## config.mk

```make
export PLATFORM = sky130hd
export DESIGN_NAME = cmd_dispatcher
export DESIGN_NICKNAME = d
export VERILOG_FILES = /design/src/rtl/cmd_dispatcher.sv
export SDC_FILE = /design/constraint.sdc
export NUM_CORES = 1
export LEC_CHECK = 0
export BUFFER_PORTS_ARGS = -buffer_cell sky130_fd_sc_hd__buf_2
export CAP_MARGIN = 20
export CORE_MARGIN = 8
export CORE_UTILIZATION = 54
export DETAILED_ROUTE_END_ITERATION = 7
export GPL_ROUTABILITY_DRIVEN = 0
export PLACE_DENSITY = 0.75
export SLEW_MARGIN = 20
export SYNTH_ARGS = -nofsm -noshare
export SYNTH_HDL_FRONTEND = slang
export SYNTH_SLANG_ARGS = --single-unit
export TNS_END_PERCENT = 1
```

## constraint.sdc

```tcl
create_clock -name clk -period 8.3 [get_ports clk]
set_clock_uncertainty 0.05 [all_clocks]
set_input_delay 0.415 -clock clk [delete_from_list [all_inputs] [get_ports clk]]
set_output_delay 0.415 -clock clk [all_outputs]
set_load 0.005 [all_outputs]
```

## src/rtl/cmd_dispatcher.sv

```systemverilog
// cmd_dispatcher: in-order command FIFO that forwards host command words to
// one of NUM_CORES NTT engine cores over a shared (broadcast) command bus.
//
// Ports
//   clk, rst        clock; synchronous active-high reset
//   host_valid/cmd  host command word {opcode, slot, core id, 48b DMA address}
//   host_ready      FIFO not full
//   core_ready      per-core engine ready
//   cmd_valid       per-core one-cycle strobe (one-hot or zero)
//   cmd_opcode/slot/dma_addr  broadcast bus, updated only on a strobe
//   idle            nothing queued, all cores ready, no strobe in flight
//   err_bad_core    sticky: a command named a non-existent core
//   dispatch_count  commands forwarded since reset (wrapping)
module cmd_dispatcher #(
  parameter int         NUM_CORES  = 2,
  parameter int         FIFO_DEPTH = 8,
  parameter logic [7:0] OP_FENCE   = 8'hFF
) (
  input  logic                 clk,
  input  logic                 rst,
  input  logic                 host_valid,
  input  logic [63:0]          host_cmd,
  output logic                 host_ready,
  input  logic [NUM_CORES-1:0] core_ready,
  output logic [NUM_CORES-1:0] cmd_valid,
  output logic [7:0]           cmd_opcode,
  output logic [3:0]           cmd_slot,
  output logic [47:0]          cmd_dma_addr,
  output logic                 idle,
  output logic                 err_bad_core,
  output logic [31:0]          dispatch_count
);
  localparam int AW = $clog2(FIFO_DEPTH);
  localparam logic [AW:0] FULL_CNT = (AW+1)'(FIFO_DEPTH);

  logic [63:0]          r_mem [FIFO_DEPTH];
  logic [AW-1:0]        r_wptr, r_rptr;
  logic [AW:0]          r_count;
  logic [NUM_CORES-1:0] r_cmd_valid;
  logic [7:0]           r_opcode;
  logic [3:0]           r_slot;
  logic [47:0]          r_addr;
  logic [31:0]          r_disp_cnt;
  logic                 r_err;

  logic                 w_empty, w_push, w_pop, w_disp;
  logic                 w_fence, w_bad, w_quiet, w_hit;
  logic [63:0]          w_head;
  logic [3:0]           w_cid;
  logic [NUM_CORES-1:0] w_sel, w_avail;

  assign w_empty    = (r_count == '0);
  assign host_ready = (r_count != FULL_CNT);
  assign w_push     = host_valid & host_ready;

  assign w_head  = r_mem[r_rptr];
  assign w_cid   = w_head[51:48];
  assign w_fence = (w_head[63:56] == OP_FENCE);
  assign w_bad   = ({28'd0, w_cid} >= 32'(NUM_CORES));

  // A core that was strobed last cycle may drop ready only now, so it is
  // masked out for that cycle to avoid issuing it a second command.
  assign w_avail = core_ready & ~r_cmd_valid;
  assign w_quiet = (&core_ready) && (r_cmd_valid == '0);

  always_comb begin
    w_sel = '0;
    for (int k = 0; k < NUM_CORES; k++)
      w_sel[k] = ({28'd0, w_cid} == 32'(k));
  end

  assign w_hit  = |(w_sel & w_avail);
  assign w_disp = !w_empty && !w_fence && !w_bad && w_hit;
  // Fence drains on quiet cores; bad-core entries are dropped immediately.
  assign w_pop  = !w_empty && (w_fence ? w_quiet : (w_bad || w_hit));

  always_ff @(posedge clk)
    if (w_push) r_mem[r_wptr] <= host_cmd;

  always_ff @(posedge clk) begin
    if (rst) begin
      r_wptr      <= '0;
      r_rptr      <= '0;
      r_count     <= '0;
      r_cmd_valid <= '0;
      r_opcode    <= '0;
      r_slot      <= '0;
      r_addr      <= '0;
      r_disp_cnt  <= '0;
      r_err       <= 1'b0;
    end else begin
      if (w_push) r_wptr <= r_wptr + 1'b1;
      if (w_pop)  r_rptr <= r_rptr + 1'b1;
      case ({w_push, w_pop})
        2'b10:   r_count <= r_count + 1'b1;
        2'b01:   r_count <= r_count - 1'b1;
        default: ;
      endcase
      r_cmd_valid <= w_disp ? w_sel : '0;
      if (w_disp) begin
        r_opcode   <= w_head[63:56];
        r_slot     <= w_head[55:52];
        r_addr     <= w_head[47:0];
        r_disp_cnt <= r_disp_cnt + 32'd1;
      end
      if (!w_empty && !w_fence && w_bad) r_err <= 1'b1;
    end
  end

  assign cmd_valid      = r_cmd_valid;
  assign cmd_opcode     = r_opcode;
  assign cmd_slot       = r_slot;
  assign cmd_dma_addr   = r_addr;
  assign dispatch_count = r_disp_cnt;
  assign err_bad_core   = r_err;
  assign idle           = w_empty && (&core_ready) && (r_cmd_valid == '0);
endmodule

```

### Word level (Yosys, flattened, before mapping)

Memories as Yosys holds them, arrays and structs flattened. A register that Yosys moved wholly into a read port is not among the register bits.
Cells that the tools add are included.

* register bits: 105
* bits in latches: 0
* memory bits (writable): 512
* ROM bits: 0
* input bits: 69
* output and inout bits: 97
* word-level logic and storage cells: 51
* memories kept: 1

* $add $sub $neg: 5
* $mul: 0
* div/mod/pow operators: 0
* $lt $le $gt $ge: 1
* eq/ne operators: 5
* shift operators: 0
* mux-type cells: 6
* bitwise logic cells: 5
* reduce and logical (&&, ||, !) cells: 19

Memories
* r_mem: depth 8, width 64, rd ports 1, clocked after Yosys merged registers in 1, write ports 1, line 36 `logic [63:0] r_mem [FIFO_DEPTH];`

Operator list (count)
* 32-bit by 1-bit adder with 32-bit output (second input constant): 1
* 8-bit == test (second input constant): 1
* 1-bit logical AND: 8
* 4-bit zero test: 2
* 4-bit one-hot mux with 2 select lines: 1
* 3-bit by 1-bit adder with 3-bit output (second input constant): 2
* 3-bit two-way mux: 2
* 4-bit by 1-bit adder with 4-bit output (second input constant): 1
* 2-bit AND: 2
* 4-bit by 1-bit == test with 1-bit output (second input constant): 1
* 4-bit by 2-bit greater-or-equal comparator with 1-bit output (second input constant): 1
* 4-bit inequality test (second input constant): 1
* 2-bit OR reduction: 2
* 4-bit by 1-bit subtractor with 4-bit output (second input constant): 1
* 1-bit zero test: 3
* 1-bit two-way mux: 3
* 2-bit by 1-bit == test with 1-bit output (second input constant): 1
* 2-bit == test (second input constant): 1
* 2-bit zero test: 1
* 2-bit NOT: 1
* 2-bit AND reduction: 1
* 2-bit nonzero test: 1
* 1-bit AND: 1
* 1-bit logical OR: 1
* 1-bit NOT: 1

### Longest topological paths before layout

* word-level depth: 9
* gate-level depth with buffers: 14
* mapped depth without buffers: 12

### Worst setup path after synthesis

OpenSTA, ideal clock, no wires.

* path kind: register to register
* start: register r_count[0]
* end: memory r_mem[2][0] (enable)
* library setup time: 0.666 ns
* data arrival time: 7.408 ns
* data required time: 7.584 ns
* setup slack: 0.175 ns
* cell stages (with the launch flop): 5
* buffers on the path: 0
* period minus slack after synthesis: 8.125 ns
* cell sequence: dfxtp_1 nor3_1 nand2_1 nand2_1 nor4b_1

* word-level cells in the longest chain between the ends: 4

Ends and longest elaborated chain
* start: declaration: line 38 `logic [AW:0] r_count;`
* start signal: assignment: line 95 `2'b10: r_count <= r_count + 1'b1;`
* start signal: assignment: line 96 `2'b01: r_count <= r_count - 1'b1;`
* 4-bit inequality test: line 53 `assign host_ready = (r_count != FULL_CNT);`
* via host_ready: line 23 `output logic host_ready,`
* 1-bit AND: line 54 `assign w_push = host_valid & host_ready;`
* 1-bit two-way mux: line 78 `if (w_push) r_mem[r_wptr] <= host_cmd;`
* 1-bit two-way mux (implied by the code): line 78
* end: declaration: line 36

The timed path passes the listed nets, and every way through them passes these cells.

==> results.json <==
{
  "cp.arrival_ps": 5260,
  "netlist_area_sq_um": 23490,
  "finalMaxSlewViolations": 0,
  "nets": 1522,
  "drc_errors": 0,
  "synthTopCellsByCount": "edfxtp_1 (512), mux4_2 (124), dfxtp_1 (108)",
  "clock_sinks": 620,
  "ys_types": 48,
  "grt.busiest_layer": "met2",
  "cp-end-kind": "flip-flop",
  "globalRoute.totalOverflow": 0,
  "min_path_type": "primary input to flip-flop",
  "placed_area_sq_um": 24950,
  "max_slew_margin": 0.2841,
  "drt_pass1_iterations": 5,
  "use_met3": 0.03908,
  "cts_tree": "done",
  "path_cells": "buf_4 -> mux4_2 -> nor2b_1 -> a32oi_2 -> a211oi_1 -> nor3_2 -> ha_1 -> ha_1 -> a21o_1 -> a21oi_1 -> xnor2_1 -> or3_1 -> a21oi_1",
  "io_pins": 166,
  "drive_gt1_frac": 0.2879,
  "reg2reg_slack_ps": 3520,
  "numCtsBuffers": 59,
  "drv_cap": 0,
  "crit_path_top_delay_cell": "dfxtp_4",
  "cts.path.max_buffers": 3,
  "cellPowerDensity_nw_per_um2": 283.8,
  "h-tree-depth": 2,
  "postCtsSetupBuffers": 0,
  "rr_endpoint": "r_count[3]$_SDFFE_PP0P_",
  "fin_area_sq_um": 27630,
  "period_share": 0.5764,
  "status": "finished, final reports clean",
  "die-area_sq_um": 50420,
  "path_depth": 13,
  "placed_cells": 1930,
  "cp-endpoint": "r_count[3]$_SDFFE_PP0P_",
  "synth_warnings": 0,
  "required_ps": 8780,
  "critPathTopFamily": "compound AO/OA/AOI/OAI gates",
  "path_clk_slew_ps": 70,
  "reg2reg_depth": 13,
  "grt_max_degree": 86,
  "yosysMostFrequentCell": "edfxtp_1",
  "ys_top_cells_by_area": "edfxtp_1 (65%), mux4_2 (12%), dfxtp_1 (9.2%), mux2i_1 (2.7%), a211oi_1 (1.9%)",
  "seqCellArea_sq_um": 17550,
  "multi_input_area_sq_um": 5633,
  "start_util": 0.5465,
  "die_h_um": 224.6,
  "synth-async-reset-ratio": 0,
  "seq_area_frac_synth": 0.7466,
  "coreArea_sq_um": 42980,
  "ys.flop_type": "edfxtp_1",
  "finalCriticalPeriod_ps": 4784,
  "layoutNonFillerInstCount": 2090,
  "rsz0062_at_grt": "no",
  "chipWidth_um": 224.6,
  "antenna_found_initial": 7,
  "clk_latency_ps": 620,
  "grt_pass1_wl_um": 73550,
  "worstSetupStartpointType": "flip-flop",
  "vias_per_cell": 5.870,
  "irDropWorstVdd_uv": 228.8,
  "netlist_instances": 1233,
  "io_buffers": 165,
  "setup_violations": 0,
  "synth_top_area_share": 0.6546,
  "timing.setup.tns_ps": 0,
  "use_met1": 0.2575,
  "p_leak_nw": 8.956,
  "drtIter0Drc": 1016,
  "area_growth_pct": 17.64,
  "grt_usage": 0.1905,
  "critPathMaxStageDelay_ps": 1040,
  "root_buffer": "clkbuf_16",
  "yosysTopAreaCell": "edfxtp_1",
  "ys_seq_elements": 620,
  "vias": 12270,
  "syn_nets": 1309,
  "max_freq_mhz": 209.0,
  "row_count": 76,
  "crit_type": "flip-flop to flip-flop",
  "cp_max_fo": 64,
  "worst_slew_pin_slew_ps": 1064,
  "use_met2": 0.3133,
  "synth_edf_count": 512,
  "fill_cells": 2913,
  "final_util": 0.6428,
  "hpwl_um": 26400,
  "worst-path-buf-inv": 1,
  "wl_per_cell_um": 23.11,
  "routed_wirelength_um": 48300,
  "first_global_vias": 12450,
  "avgSynthCellArea_sq_um": 19.05,
  "hold_buffers": 40,
  "ant_nets": 0,
  "hold_viol_final": 0,
  "cts.repair.resized": 0
}
[cells by family after synthesis]
kind of cell / share of synthesized area
buffers and inverters: 0.01550
adders and majority gates: 0.004049
and+or+nand+nor: 0.04182
AOI/OAI and AO/OA: 0.04049
xor gates and xnor gates: 0.002237
DFF: 0.7466
muxes: 0.1493
[registers in the layout, summed over array words and instances, names as in the netlist, named ones only]
signal          flops
cmd_dma_addr       48
cmd_opcode          8
cmd_slot            4
cmd_valid           2
dispatch_count     32
err_bad_core        1
r_count             4
r_mem             512
r_rptr              3
r_wptr              3
[power by group]
part	switching (mW)	internal (mW)
registers	0.146	3.57
clock network	1.14	1.89
logic	0.546	0.553
[area by class of cell]
class / count / area share
Antenna cell: 8 / 0.0007245
Inverter: 7 / 0.0009510
Multi-Input combinational cell: 531 / 0.2039
Clock buffer: 72 / 0.05855
Clock inverter: 40 / 0.02341
Sequential cell: 620 / 0.6351
Tap cell: 585 / 0.02649
Timing Repair Buffer: 227 / 0.05090
[stage by stage]
stage,hold WS [ps],power [mW],setup slack (ps)
4_1_cts,0.3108,7.917,3479
6_report,26.72,7.841,3516
5_1_grt,5.249,8.139,3124
3_3_place_gp,424.3,4.844,3519
3_5_place_dp,438.5,4.873,3481
2_1_floorplan,410.4,4.563,175.3
[cell usage in the layout, fill, tap and decap left out, types with 7 or more instances in the layout]
master         count
buf_4             22
clkbuf_16         61
edfxtp_1         512
or4_1             26
mux2i_1           63
nand3_1           11
bufinv_16         16
a21oi_1           37
clkinv_2           9
nand4_1            9
o31ai_1           27
nor2_1            78
buf_2            164
clkinv_1           7
inv_1              7
diode_2            8
dlygate4sd3_1     40
nand2_1           20
a211oi_1          61
mux4_2           124
dfxtp_1          105
[how the worst min path moves through the flow]
| stage | from | end | slack, ps | depth (start not counted) |
|---|---|---|---|---|
| 4_1_cts | host_cmd[18] | r_mem[1][18]$_DFFE_PP_ | 0.3 | 1 |
| 3_3_place_gp | dispatch_count[26]$_SDFFE_PP0P_ | dispatch_count[26]$_SDFFE_PP0P_ | 420 | 2 |
| 6_report | host_cmd[18] | r_mem[1][18]$_DFFE_PP_ | 30 | 1 |
| 3_5_place_dp | cmd_dma_addr[6]$_SDFFE_PP0P_ | cmd_dma_addr[6]$_SDFFE_PP0P_ | 440 | 2 |
| 5_1_grt | host_cmd[18] | r_mem[1][18]$_DFFE_PP_ | 5 | 1 |
| 2_1_floorplan | err_bad_core$_SDFFE_PP0P_ | err_bad_core$_SDFFE_PP0P_ | 410 | 2 |
[routing by layer]
metal	share of wire	vias to the layer above	wire length (um)
met5	0.00027	-	13
met2	0.50	374	24030
li1	-	5486	-
met3	0.063	66	3048
met4	0.017	2	840
met1	0.42	6340	20370
[worst reg2reg max path: cells and delay by family (launching register included)]
family / cells / cell delay [ps]
and+or+nand+nor: 3 / 590
DFF: 1 / 1040
xor gates and xnor gates: 1 / 100
adders and majority gates: 2 / 570
buffers and inverters: 1 / 800
AOI/OAI and AO/OA: 5 / 1120
muxes: 1 / 450
Note: power is estimated with default switching activity, not from simulation.
